==> src/rtl/uart_rx_frontend.sv <==
// 8N1 UART receiver with a one-entry holding register and framing/overrun pulses.
// The serial line is synchronised first; all timing comes from a fixed cycles-per-bit count.
module uart_rx_frontend #(
  parameter int CYCLES_PER_BIT = 868,
  parameter int CTR_W          = 16
) (
  input  logic       clk,
  input  logic       m_aresetn,
  input  logic       uart_rxd,
  output logic       rx_valid,
  output logic [7:0] rx_data,
  input  logic       rx_ready,
  output logic       frame_err,
  output logic       overrun_err,
  output logic       busy,
  output logic [2:0] dbg_state
);

  localparam logic [2:0] ST_IDLE      = 3'd0;
  localparam logic [2:0] ST_START     = 3'd1;
  localparam logic [2:0] ST_DATA      = 3'd2;
  localparam logic [2:0] ST_STOP      = 3'd3;
  localparam logic [2:0] ST_WAIT_HIGH = 3'd4;

  localparam logic [CTR_W-1:0] LP_BIT_LAST  = CTR_W'(CYCLES_PER_BIT - 1);
  localparam logic [CTR_W-1:0] LP_HALF_LAST = CTR_W'(CYCLES_PER_BIT / 2 - 1);

  logic             r_sync1;
  logic             r_sync2;
  logic [2:0]       r_state;
  logic [CTR_W-1:0] r_cnt;
  logic [2:0]       r_idx;
  logic [7:0]       r_shift;
  logic             r_rx_valid;
  logic [7:0]       r_rx_data;
  logic             r_frame_err;
  logic             r_overrun_err;

  logic w_rxd_s;
  logic w_half_hit;
  logic w_bit_hit;
  logic w_stop_sample;
  logic w_deliver;

  assign w_rxd_s       = r_sync2;
  assign w_half_hit    = (r_cnt == LP_HALF_LAST);
  assign w_bit_hit     = (r_cnt == LP_BIT_LAST);
  assign w_stop_sample = (r_state == ST_STOP) && w_bit_hit;
  assign w_deliver     = w_stop_sample && w_rxd_s;

  always_ff @(posedge clk or negedge m_aresetn) begin
    if (!m_aresetn) begin
      r_sync1 <= 1'b1;
      r_sync2 <= 1'b1;
    end else begin
      r_sync1 <= uart_rxd;
      r_sync2 <= r_sync1;
    end
  end

  // The counter restarts on every state entry and every sample, so bit centres stay
  // anchored to the detected start edge.
  always_ff @(posedge clk or negedge m_aresetn) begin
    if (!m_aresetn) begin
      r_state <= ST_IDLE;
      r_cnt   <= '0;
      r_idx   <= 3'd0;
      r_shift <= 8'h00;
    end else begin
      case (r_state)
        ST_IDLE: begin
          r_cnt <= '0;
          if (!w_rxd_s) r_state <= ST_START;
        end
        ST_START: begin
          if (w_half_hit) begin
            r_cnt   <= '0;
            r_idx   <= 3'd0;
            r_state <= w_rxd_s ? ST_IDLE : ST_DATA;
          end else begin
            r_cnt <= r_cnt + CTR_W'(1);
          end
        end
        ST_DATA: begin
          if (w_bit_hit) begin
            r_cnt          <= '0;
            r_shift[r_idx] <= w_rxd_s;
            if (r_idx == 3'd7) r_state <= ST_STOP;
            else               r_idx   <= r_idx + 3'd1;
          end else begin
            r_cnt <= r_cnt + CTR_W'(1);
          end
        end
        ST_STOP: begin
          if (w_bit_hit) begin
            r_cnt   <= '0;
            r_state <= w_rxd_s ? ST_IDLE : ST_WAIT_HIGH;
          end else begin
            r_cnt <= r_cnt + CTR_W'(1);
          end
        end
        ST_WAIT_HIGH: begin
          r_cnt <= '0;
          if (w_rxd_s) r_state <= ST_IDLE;
        end
        default: begin
          r_state <= ST_IDLE;
          r_cnt   <= '0;
        end
      endcase
    end
  end

  // Handshake: a byte moves to the consumer on any clk edge where rx_valid && rx_ready;
  // rx_data is frozen while rx_valid is high and not yet accepted.
  always_ff @(posedge clk or negedge m_aresetn) begin
    if (!m_aresetn) begin
      r_rx_valid    <= 1'b0;
      r_rx_data     <= 8'h00;
      r_frame_err   <= 1'b0;
      r_overrun_err <= 1'b0;
    end else begin
      r_frame_err   <= w_stop_sample && !w_rxd_s;
      r_overrun_err <= w_deliver && r_rx_valid && !rx_ready;
      if (w_deliver && (!r_rx_valid || rx_ready)) begin
        r_rx_valid <= 1'b1;
        r_rx_data  <= r_shift;
      end else if (r_rx_valid && rx_ready) begin
        r_rx_valid <= 1'b0;
      end
    end
  end

  assign rx_valid    = r_rx_valid;
  assign rx_data     = r_rx_data;
  assign frame_err   = r_frame_err;
  assign overrun_err = r_overrun_err;
  assign busy        = (r_state != ST_IDLE);
  assign dbg_state   = r_state;

endmodule

==> config.mk <==
export PLATFORM = sky130hd
export DESIGN_NAME = uart_rx_frontend
export DESIGN_NICKNAME = d
export VERILOG_FILES = /design/src/rtl/uart_rx_frontend.sv
export SDC_FILE = /design/constraint.sdc
export NUM_CORES = 1
export LEC_CHECK = 0
export ABC_AREA = 0
export BUFFER_PORTS_ARGS = -buffer_cell sky130_fd_sc_hd__buf_2
export CAP_MARGIN = 20
export CELL_PAD_IN_SITES_DETAIL_PLACEMENT = 1
export CELL_PAD_IN_SITES_GLOBAL_PLACEMENT = 1
export CORE_MARGIN = 1.5
export CORE_UTILIZATION = 40
export CTS_CLUSTER_DIAMETER = 150
export DETAILED_ROUTE_END_ITERATION = 12
export GPL_TIMING_DRIVEN = 1
export PLACE_DENSITY = 0.77
export SLEW_MARGIN = 20
export SYNTH_ARGS = -nofsm -noshare
export SYNTH_HDL_FRONTEND = slang
export SYNTH_SLANG_ARGS = --single-unit
==> constraint.sdc <==
create_clock -name clk -period 2.1 [get_ports clk]
set_input_delay 0.42 -clock clk [delete_from_list [all_inputs] [get_ports clk]]
set_output_delay 0.42 -clock clk [all_outputs]
set_load 0.05 [all_outputs]
==> summary.txt, run 1 <==
Critical path
  • CP max FO: 8
  • Crit end category: flip-flop
  • Worst Path Arrival: 2.20 ns
  • Worst r2r src: r_cnt[0]$_DFF_PN0_
  • Worst r2r path cells: 6
  • Worst r2r dst: rx_data[6]$_DFFE_PN0P_
  • Kind of critical path: flip-flop to flip-flop
  • Required @ worst endpoint: 2.28 ns
  • Reg2reg setup slack: 0.08 ns
  • Type of origin of the critical path: flip-flop

Power and ir drop
  • Static leakage: 1.157 nW
  • P_sw: 0.3291 mW
  • Sw Ratio: 23.43%
  • Pwr/cell area: 569.9 nW/um2
  • Worst ir drop on vdd: 0.2315 mV
  • Pint: 1.076 mW
  • Flop pwr share: 59.4%
  • Comb pwr share: 1.8%
  • Clock Power Share: 38.8%

Routing
  • First-pass DRT Iterations: 4
  • Routed Antenna Nets: 0
  • Vias: 1572
  • DRT iter0 DRCs: 56
  • Final wirelength: 4564 um
  • DRC: 0
  • Vias per cell: 5.365
  • Wirelength per Cell: 15.58 um

Yosys
  • Yosys warns: 0
  • Yosys top cell area share: 49.13%
  • Syn nets: 197
  • Sequential share of the synthesized area: 51.65%
  • Cell area after synthesis: 2088 um2
  • Average size of a mapped cell: 11.05 um2
  • Largest area contributor in the netlist: dfrtp_1
  • Synth unique cells: 37
  • Flops & latches, synth: 43
  • Synth area leaders: dfrtp_1 (49%), mux2_2 (9.7%), nor2_1 (4.1%)
  • Syn Inst Count: 189

Global routing
  • Vias in the first global route: 1538
  • Initial antenna violation count: 0
  • Gr usage total: 17.98%
  • Grt ovf: 0
  • Pin count of the biggest net entering global routing: 44
  • First-pass GRT wire length: 7645 um

Placed design
  • Final GP Congestion: 0.8000
  • Dpl cells: 284
  • DP HPWL: 3274 um
  • PortBufs: 18

Floorplan
  • Die area: 5663 um2
  • Ports: 19
  • Placeable core region: 5075 um2
  • Die width: 75.26 um
  • Placement row count: 26
  • Die Y: 75.26 um
  • Starting Density: 41.15%

STA
  • Fin crit share: 96.10%
  • Final Critical Period: 2.018 ns
  • Fin. max-slew vios: 0
  • Worst Hold Margin: 0.07776 ns
  • Final hold vios: 0
  • Number of setup violations in the final report: 0
  • Achievable frequency: 495.5 MHz
  • Least-Margin Pin Slew: 0.3869 ns
  • Relative slew slack: 73.54%
  • RSZ-0062 raised after global routing: yes
  • Setup Skew: 0.01036 ns

Run
  • Max-cap violation count: 0

Clocking
  • Clock Latency Late Sink: 0.31 ns
  • Worst-case clock buffer depth: 2
  • Clk pin slew, worst setup/hold paths: 0.09 ns
  • Post-CTS Hold Buffers: 0
  • Clock root buffer master: clkbuf_8
  • CTS tree: built
  • H-tree levels: 2
  • CTS Buf Count: 5
  • TritonCTS Sinks: 43

Finish
  • P&R area growth vs syn: 18.03%
  • Diodes inserted: 0
  • Most common cell after layout, fill and taps aside: dfrtp_1
  • Nets: 230
  • Layout cell share with drive strength beyond 1: 30.04%
  • Most frequent cells in the layout: dfrtp_1 (39), nor2_1 (23), mux2_2 (18), buf_2 (18), buf_4 (12)
  • Post-route insts no fill: 293

Outcome
  • Status: complete, no violations

Worst hold path
  • Hold Path Class: input port to async pin
==> worst max path at each step <==
stage	start	end	depth (start not counted)
after floorplan	dbg_state[0]$_DFFE_PN0P_	r_idx[1]$_DFFE_PN0P_	5
after global placement	r_cnt[0]$_DFF_PN0_	rx_data[5]$_DFFE_PN0P_	6
after detailed placement	r_cnt[0]$_DFF_PN0_	rx_data[6]$_DFFE_PN0P_	6
after CTS	r_cnt[0]$_DFF_PN0_	rx_data[6]$_DFFE_PN0P_	6
after global routing	r_cnt[0]$_DFF_PN0_	r_shift[7]$_DFFE_PN0P_	5
final	r_cnt[0]$_DFF_PN0_	rx_data[6]$_DFFE_PN0P_	6
==> cell usage after synthesis <==
cell	n
a2111oi_0	1
a211oi_1	1
a21oi_1	5
a22oi_1	1
a31oi_1	1
and2_1	3
and3_1	2
and4_1	4
and4bb_2	1
buf_4	1
clkbuf_1	5
dfrtp_1	41
dfstp_2	2
ha_1	4
inv_1	4
mux2_2	18
mux2i_1	1
nand2_1	8
nand2b_1	3
nand3_1	9
nand4_1	9
nor2_1	23
nor2b_1	2
nor3_1	1
nor3b_1	2
nor3b_4	1
nor4_1	5
nor4_2	1
nor4_4	1
o21ai_0	3
o31a_1	2
o31ai_1	4
or2_2	1
or3_1	5
or4_1	3
xnor2_1	7
xor2_1	4
==> per-stage QoR <==
| stage | setup slack [ns] | setup TNS (ns) | util [%] | cell area, um2 | power [mW] |
|---|---|---|---|---|---|
| 3_3_place_gp | 0.1283 | 0 | 46.57 | 2364 | 0.8766 |
| 2_1_floorplan | 0.06207 | 0 | - | 2090 | 0.8519 |
| 3_5_place_dp | 0.04540 | 0 | 46.57 | 2364 | 0.8771 |
| 5_1_grt | -0.007980 | -0.01574 | 48.57 | 2465 | 1.461 |
| 6_report | 0.08194 | 0 | 48.57 | 2465 | 1.405 |
| 4_1_cts | 0.02740 | 0 | 48.40 | 2456 | 1.419 |
==> critical path, cell delays in order, from the launching register on <==
cell      delay (ns)
dfrtp_1         0.42
ha_1            0.21
and4bb_2        0.28
nand4_1         0.20
nor3b_4         0.29
buf_12          0.16
mux2_2          0.33
==> sequential cells by signal, summed over array words and instances, names as in the netlist <==
signal	count
dbg_state	3
frame_err	1
overrun_err	1
r_cnt	16
r_idx	3
r_shift	8
r_sync1	1
r_sync2	1
rx_data	8
rx_valid	1
==> layer usage <==
layer  routed length, um  track usage, %  vias to the layer above
met5                   0               0                        -
met4                  98           6.746                        0
met3                  85           3.213                        8
met2                2249           28.42                       18
met1                2130           24.79                      799
li1                    -               -                      747
==> power groups by stage <==
stage / Clock, mW / Sequential [mW] / Combinational (mW)
after CTS: 0.559 / 0.835 / 0.0259
after global placement: 0 / 0.851 / 0.0255
after detailed placement: 0 / 0.851 / 0.0260
after floorplan: 0 / 0.848 / 0.00366
after global routing: 0.597 / 0.836 / 0.0282
final: 0.545 / 0.835 / 0.0246
==> repair_timing <==
item / CTS / global route
setup endpoints to repair: 0 / 12
gates resized for setup: 0 / 1
setup buffers: 0 / 1
==> cell type report <==
cell class | count | area [um2]
clock inverter | 3 | 23.77
sequential | 43 | 1081
tap | 70 | 87.58
timing repair buffer | 32 | 220.2
inverter | 4 | 15.01
multi-input combinational | 136 | 968.4
fill | 586 | 2610
clock buffer | 5 | 68.82
==> cells by family (layout without fill, tap and decap cells) <==
| family | count (synthesis) | count (layout) | synth area share [%] |
|---|---|---|---|
| XOR/XNOR | 11 | 11 | 4.613 |
| multiplexers | 19 | 19 | 10.19 |
| flip-flops | 43 | 43 | 51.65 |
| AO/OA/AOI/OAI | 18 | 18 | 5.632 |
| AND/OR/NAND/NOR | 84 | 84 | 23.55 |
| adder cells (fa/ha/maj) | 4 | 4 | 2.397 |
| buffers and inverters | 10 | 44 | 1.977 |
Note: power is estimated with default switching activity, not from simulation.
==> run 2, diff against run 1 <==
clock period = 2.05 ns   (was 2.1 ns; I/O delays follow)
==> run 2 against run 1 <==
Effect of this change:
- clock power fell by 2%
- combinational power fell by 13%
- wire length fell by 1.6%
- largest power group unchanged
==> summary.txt, run 2 (synthesized netlist as in run 1, its figures left out) <==
Critical path
  • Top Family by Delay on Critical Path: simple AND/OR/NAND/NOR gates
  • Worst Path Arrival: 2.18 ns
  • Kind of critical path: flip-flop to flip-flop
  • CP bufs+invs: 1
  • CP max FO: 8
  • Reg2reg setup slack: 0.05 ns
  • Worst r2r path cells: 6
  • Crit end category: flip-flop
  • CP startpoint: r_cnt[0]$_DFF_PN0_
  • Worst r2r dst: rx_data[2]$_DFFE_PN0P_
  • Critical path depth in cells: 6
  • Slowest stage cell, crit path: dfrtp_1
  • Crit path cell chain: ha_1 > and4bb_2 > nand4_1 > nor3b_4 > buf_12 > mux2_2
  • CP max stage delay: 0.41 ns
  • Required @ worst endpoint: 2.23 ns
  • CP endpoint: rx_data[2]$_DFFE_PN0P_
  • Type of origin of the critical path: flip-flop
  • Worst r2r src: r_cnt[0]$_DFF_PN0_

Routing
  • DRC: 0
  • Vias per cell: 5.406
  • Met2 WL: 2213 um
  • Highest Signal Layer: met4
  • Wirelength per Cell: 15.07 um
  • Met3 WL post-DR: 105 um
  • First-pass DRT Iterations: 4
  • WL met1: 2121 um
  • Final wirelength: 4491 um
  • Vias: 1611
  • DRT iter0 DRCs: 53
  • Routed Antenna Nets: 0

STA
  • Fin. max-slew vios: 0
  • RSZ-0062 raised after global routing: yes
  • Final hold vios: 0
  • Setup Skew: 0.007117 ns
  • Final Critical Period: 1.998 ns
  • Number of setup violations in the final report: 0
  • Crit path setup slack, layout: 0.05217 ns
  • Least-Margin Pin Slew: 0.5349 ns
  • Achievable frequency: 500.5 MHz
  • Fin crit share: 97.46%
  • Relative slew slack: 64.34%

Finish
  • Nets: 235
  • Most frequent cells in the layout: dfrtp_1 (40), nor2_1 (23), mux2_2 (18), buf_2 (18), buf_4 (18)
  • Multi-input gate area: 1001 um2
  • Final core occ: 49.53%
  • Reg with most FFs: r_cnt
  • Max reg flops: 16
  • Fillers: 592
  • Most common cell after layout, fill and taps aside: dfrtp_1
  • Register area: 1080 um2
  • Layout cell share with drive strength beyond 1: 32.46%
  • Diodes inserted: 0
  • Post-route insts no fill: 298
  • P&R area growth vs syn: 20.37%

Floorplan
  • Die Y: 75.26 um
  • Ports: 19
  • Starting Density: 41.15%
  • Placeable core region: 5075 um2
  • Placement row count: 26
  • Die width: 75.26 um
  • Die area: 5663 um2

Clocking
  • Clk pin slew, worst setup/hold paths: 0.08 ns
  • Clock root buffer master: clkbuf_8
  • Clock Latency Late Sink: 0.30 ns
  • CTS Buf Count: 5
  • H-tree levels: 2
  • TritonCTS Sinks: 43
  • Post-CTS Hold Buffers: 0
  • Worst-case clock buffer depth: 2
  • CTS tree: built

Global routing
  • First-pass GRT wire length: 7610 um
  • Initial antenna violation count: 0
  • Vias in the first global route: 1628
  • Gr usage total: 17.62%
  • Grt ovf: 0
  • Pin count of the biggest net entering global routing: 44

Placed design
  • Final GP Congestion: 0.7955
  • Dpl cells: 287
  • Pre-CTS setup slack: 0.02266 ns
  • DP HPWL: 3171 um
  • PortBufs: 18

Run
  • Max-cap violation count: 0

Power and ir drop
  • Worst ir drop on vdd: 0.2386 mV
  • Pwr/cell area: 560.9 nW/um2
  • Static leakage: 1.188 nW

Worst hold path
  • Hold Path Class: input port to async pin

Outcome
  • Status: complete, no violations
==> run 2: metal layers <==
metal,GRT usage (%),vias up
met4,5.159,0
met1,23.42,817
li1,-,765
met3,3.748,6
met5,0,-
met2,29.11,23
==> run 2: worst min-delay path by stage <==
| stage | startpoint | endpoint | slack (ns) |
|---|---|---|---|
| finish | m_aresetn | rx_data[6]$_DFFE_PN0P_ | 0.17 |
| global route | uart_rxd | r_sync1$_DFF_PN1_ | 0.20 |
| CTS | m_aresetn | r_idx[0]$_DFFE_PN0P_ | 0.20 |
| detailed placement | r_sync1$_DFF_PN1_ | r_sync2$_DFF_PN1_ | 0.35 |
| global placement | r_sync1$_DFF_PN1_ | r_sync2$_DFF_PN1_ | 0.35 |
| floorplan | m_aresetn | dbg_state[0]$_DFFE_PN0P_ | 0.11 |
==> run 2: area by class of cell <==
class	instances	area share [%]
multi-input combinational	136	39.82
clock buffer	6	2.887
tap	70	3.484
sequential	43	42.96
timing repair buffer	37	9.756
inverter	4	0.5973
clock inverter	2	0.4978
==> run 2: power by group <==
group,total [mW],internal (mW),switching [mW],leakage [nW]
Clock,0.533,0.238,0.295,0.0412
Combinational,0.0214,0.00437,0.0170,0.570
Sequential,0.855,0.851,0.00392,0.577
Total,1.41,1.09,0.316,1.19
==> run 2: repair_timing <==
item / in CTS / in global routing
gates resized for setup: 0 / 5
hold endpoints to repair: 0 / 0
endpoints found under the setup margin: 0 / 14
setup buffers: 0 / 3
==> run 2: through the flow <==
step / cell area (um2) / power [mW] / hold slack [ns] / setup TNS (ns)
2_1_floorplan: 2090 / 0.8727 / 0.1144 / 0
3_3_place_gp: 2374 / 0.8946 / 0.3514 / 0
3_5_place_dp: 2374 / 0.8950 / 0.3485 / 0
4_1_cts: 2459 / 1.431 / 0.2029 / 0
5_1_grt: 2514 / 1.470 / 0.1958 / -0.2961
6_report: 2514 / 1.410 / 0.1745 / 0
